## src/rtl/uart_rx.sv

```systemverilog
// 8N1 UART receiver: 16x-oversampled mid-bit sampling with a valid/ack holding register.
// Flags framing errors (one-cycle pulse) and overruns (sticky until acknowledged).
//
// state | meaning
// IDLE  | line idle, waiting for a low sample on a baud tick
// START | counting to mid start bit to confirm the start edge
// DATA  | sampling DATA_BITS data bits at mid-bit, LSB first
// STOP  | sampling the stop bit, then deliver or flag framing error
module uart_rx #(
    parameter int DATA_BITS  = 8,
    parameter int OVERSAMPLE = 16
) (
    input  logic                 clk_i,
    input  logic                 arst_i,
    input  logic                 baudTick_i,
    input  logic                 rx_i,
    input  logic                 ack_i,
    output logic [DATA_BITS-1:0] data_o,
    output logic                 dataValid_o,
    output logic                 frameErr_o,
    output logic                 overrun_o,
    output logic                 busy_o
);

    localparam int TW = $clog2(OVERSAMPLE);
    localparam int BW = $clog2(DATA_BITS) + 1;
    localparam logic [TW-1:0] TICK_MID  = TW'(OVERSAMPLE / 2 - 1);
    localparam logic [TW-1:0] TICK_LAST = TW'(OVERSAMPLE - 1);
    localparam logic [BW-1:0] BIT_LAST  = BW'(DATA_BITS - 1);

    typedef enum logic [1:0] {IDLE, START, DATA, STOP} state_t;

    state_t               state, stateNext;
    logic                 rxMeta, rxS;
    logic [TW-1:0]        tickCnt, tickCntNext;
    logic [BW-1:0]        bitCnt, bitCntNext;
    logic [DATA_BITS-1:0] shiftReg, shiftRegNext;
    logic                 deliver, stopBad;

    always_ff @(posedge clk_i or posedge arst_i) begin
        if (arst_i) begin
            rxMeta <= 1'b1;
            rxS    <= 1'b1;
        end else begin
            rxMeta <= rx_i;
            rxS    <= rxMeta;
        end
    end

    always_ff @(posedge clk_i or posedge arst_i) begin
        if (arst_i) begin
            state    <= IDLE;
            tickCnt  <= '0;
            bitCnt   <= '0;
            shiftReg <= '0;
        end else begin
            state    <= stateNext;
            tickCnt  <= tickCntNext;
            bitCnt   <= bitCntNext;
            shiftReg <= shiftRegNext;
        end
    end

    always_comb begin
        stateNext    = state;
        tickCntNext  = tickCnt;
        bitCntNext   = bitCnt;
        shiftRegNext = shiftReg;
        deliver      = 1'b0;
        stopBad      = 1'b0;
        unique case (state)
            IDLE: begin
                if (baudTick_i && !rxS) begin
                    stateNext   = START;
                    tickCntNext = '0;
                end
            end
            START: begin
                if (baudTick_i) begin
                    if (tickCnt == TICK_MID) begin
                        if (!rxS) begin
                            stateNext   = DATA;
                            tickCntNext = '0;
                            bitCntNext  = '0;
                        end else begin
                            stateNext = IDLE;
                        end
                    end else begin
                        tickCntNext = tickCnt + TW'(1);
                    end
                end
            end
            DATA: begin
                if (baudTick_i) begin
                    if (tickCnt == TICK_LAST) begin
                        tickCntNext  = '0;
                        shiftRegNext = {rxS, shiftReg[DATA_BITS-1:1]};
                        bitCntNext   = bitCnt + BW'(1);
                        if (bitCnt == BIT_LAST) begin
                            stateNext = STOP;
                        end
                    end else begin
                        tickCntNext = tickCnt + TW'(1);
                    end
                end
            end
            STOP: begin
                if (baudTick_i) begin
                    if (tickCnt == TICK_LAST) begin
                        stateNext   = IDLE;
                        tickCntNext = '0;
                        deliver     = rxS;
                        stopBad     = !rxS;
                    end else begin
                        tickCntNext = tickCnt + TW'(1);
                    end
                end
            end
            default: begin
                stateNext = IDLE;
            end
        endcase
    end

    // A delivery coinciding with ack replaces the held character and clears overrun.
    always_ff @(posedge clk_i or posedge arst_i) begin
        if (arst_i) begin
            data_o      <= '0;
            dataValid_o <= 1'b0;
            frameErr_o  <= 1'b0;
            overrun_o   <= 1'b0;
        end else begin
            frameErr_o <= stopBad;
            if (deliver) begin
                if (!dataValid_o || ack_i) begin
                    data_o      <= shiftReg;
                    dataValid_o <= 1'b1;
                    if (ack_i) begin
                        overrun_o <= 1'b0;
                    end
                end else begin
                    overrun_o <= 1'b1;
                end
            end else if (ack_i && dataValid_o) begin
                dataValid_o <= 1'b0;
                overrun_o   <= 1'b0;
            end
        end
    end

    assign busy_o = (state != IDLE);

endmodule

```

## config.mk

```make
export PLATFORM = sky130hd
export DESIGN_NAME = uart_rx
export DESIGN_NICKNAME = d
export VERILOG_FILES = /design/src/rtl/uart_rx.sv
export SDC_FILE = /design/constraint.sdc
export NUM_CORES = 1
export LEC_CHECK = 0
export BUFFER_PORTS_ARGS = -buffer_cell sky130_fd_sc_hd__buf_4
export CAP_MARGIN = 20
export CELL_PAD_IN_SITES_DETAIL_PLACEMENT = 1
export CELL_PAD_IN_SITES_GLOBAL_PLACEMENT = 1
export CORE_UTILIZATION = 40
export CTS_CLUSTER_DIAMETER = 150
export DETAILED_ROUTE_END_ITERATION = 16
export HOLD_SLACK_MARGIN = 0.08
export PLACE_DENSITY = 0.72
export SYNTH_ARGS = -nofsm -noshare
export SYNTH_HDL_FRONTEND = slang
export SYNTH_SLANG_ARGS = --single-unit
```

## constraint.sdc

```tcl
create_clock -name clk_i -period 3.6 [get_ports clk_i]
set_input_delay 0.18 -clock clk_i [delete_from_list [all_inputs] [get_ports clk_i]]
set_output_delay 0.18 -clock clk_i [all_outputs]
set_load 0.1 [all_outputs]
```

==> out/results.ini <==
[status]
status=completed

[clocking]
cts.path.max_buffers=2
cts.htree.levels=2
postCtsSetupBuffers=0
ctsRootBufferMaster=clkbuf_4
clock_sinks=31
clk_pin_slew_ps=100
cts_resized=0
cts_tree=done
numCtsBuffers=5
clk_latency_ps=330
postCtsHoldBufs=2

[grt]
grt_antenna_before_repair=0
grt_pass1_wl_um=4660
track_usage=0.178
grt_overflow_total=0
grt_pass1_vias=1038
grt_max_degree=21

[critical_path]
cp_data_arrival_time_ps=2260
critical_path.max_fanout=8
required_ps=3830
critPathKind=flip-flop to flip-flop
end_kind=flip-flop
start_kind=flip-flop

[sta]
hold_violations=0
min_period_ps=2040
maxSlewViolCount=0
worstMarginPinSlew_ps=615
setup_viol_count_final=0
post-route-period-util=0.566
slew_headroom=0.588
rsz0062_at_grt=no
fin_skew_ps=5.34
max_freq_mhz=491
timing.hold.ws_ps=97.0
setup_tns_ps=0

[placement]
hpwl_um=2050
port_buffers=16
gp_congestion=0.818

[detailed_routing]
vias=1006
drt-total-wl_um=2710
drc=0
dr.pass1.iters=4
first_iter_violations=17
ant_nets=0
via_per_inst=5.19
wl_per_cell_um=14.0

[power]
peakVddDrop_mv=0.311
pwr_density_cell_nw_per_um2=495
p_leak_nw=0.858
power_uw=817

[layout]
post-route-util=0.495
fillers=400
fin_nets=154
drive_gt1_frac=0.257
most-common-layout-cells=nand2_1 (30), dfrtp_1 (29), buf_4 (17), mux2_4 (8)
n_antenna_cell=0
final_common_cell=nand2_1
synthToLayoutAreaGrowth_pct=18.7

[floorplan]
die_h_um=61.0
coreArea_um2=3340
pin_count=17
start_util=0.417
die_width_um=61.0
dieArea_um2=3710
fp-row-count=21

[yosys]
syn_area_um2=1390
ys_seq_area_frac=0.560
ys_ff_latch=31
synth.avg_cell_area_um2=10.9
yosysWarnings=0
synthCells=127
ys_types=32
synth_nets=134

[job]
drv_cap=0

[hold_path]
hold_path.class=input pin to flip-flop

==> cell usage after synthesis, drive strengths merged <==
master,number,area share
nand3b,4,0.022
a31oi,2,0.0090
o21ai,6,0.022
a41oi,1,0.0063
ha,2,0.018
nor3b,1,0.0090
dfstp,2,0.038
nand4b,2,0.013
clkbuf,4,0.011
o21a,1,0.0054
nand4bb,1,0.0081
nand4,3,0.014
nand2b,3,0.014
dfrtp,29,0.52
nor2b,1,0.0045
inv,6,0.016
nand2,30,0.081
o221ai,2,0.013
nand3,4,0.014
mux2i,1,0.0072
a211o,1,0.0063
and4,1,0.0063
nor4b,1,0.0063
or2,1,0.0045
nor2,4,0.011
o31ai,1,0.0054
a21o,1,0.0054
nor3,1,0.0036
mux2,9,0.095
buf,2,0.012
==> power by group <==
group / switching [mW] / internal [mW]
logic: 0.0846 / 0.0473
registers: 0.0316 / 0.369
clock network: 0.121 / 0.164
total: 0.237 / 0.580
==> kinds of logic after synthesis <==
kind of cell    count (synthesis)  share of synthesized area
simple gates                   57                      0.210
buf+inv                        12                     0.0387
compound gates                 15                     0.0720
mux                            10                      0.102
fa+ha+maj                       2                     0.0180
flops                          31                      0.560
==> state kept, by name, summed over array words and instances (netlist names), named ones only <==
name         count
state            1
data_o           8
shiftReg         8
frameErr_o       1
dataValid_o      1
tickCnt          4
overrun_o        1
rxMeta           1
rxS              1
bitCnt           4
==> metrics by stage <==
step / instances / worst slack, ps / instance area, um^2
floorplan: 127 / 1510 / 1390
global placement: 184 / 1640 / 1540
detailed placement: 184 / 1540 / 1540
CTS: 194 / 1550 / 1650
global route: 194 / 1430 / 1650
finish: 194 / 1560 / 1650
==> metal layers <==
metal	share of wire	wire length, um	track usage	vias to the layer above
li1	-	-	-	477
met3	0.040	109	0.0576	6
met5	0	0	0	-
met4	0.019	52	0.0909	0
met2	0.51	1370	0.300	18
met1	0.43	1180	0.203	505
==> path summary, 6_finish.rpt <==
path,start,end,slack [ps],depth (start not counted)
worst max-delay path,tickCnt[0],data_o[6],1560,5
worst min-delay path,ack_i,overrun_o,100,2
worst max register to register,tickCnt[0],data_o[6],1560,5
worst min register to register,rxMeta,rxS,360,0
max in group asynchronous,arst_i,rxS,2500,4
min in group asynchronous,arst_i,shiftReg[0],410,3
==> area by class of cell <==
cell class                 instances  area [um^2]  share of cell area
clock buffer                       6         51.3              0.0311
multi-input combinational         84          558               0.338
sequential                        31          778               0.472
timing repair buffer              19          148              0.0895
tap                               46         57.6              0.0349
inverter                           6         22.5              0.0136
clock inverter                     2         35.0              0.0212
==> worst max-delay path: stages (launching register included) <==
cell and delay (ps):
dfrtp_1 400, ha_1 260, and4_1 250, nand4_1 180, nand2b_1 440, mux2_4 400
(Power assumes the default switching activity.)
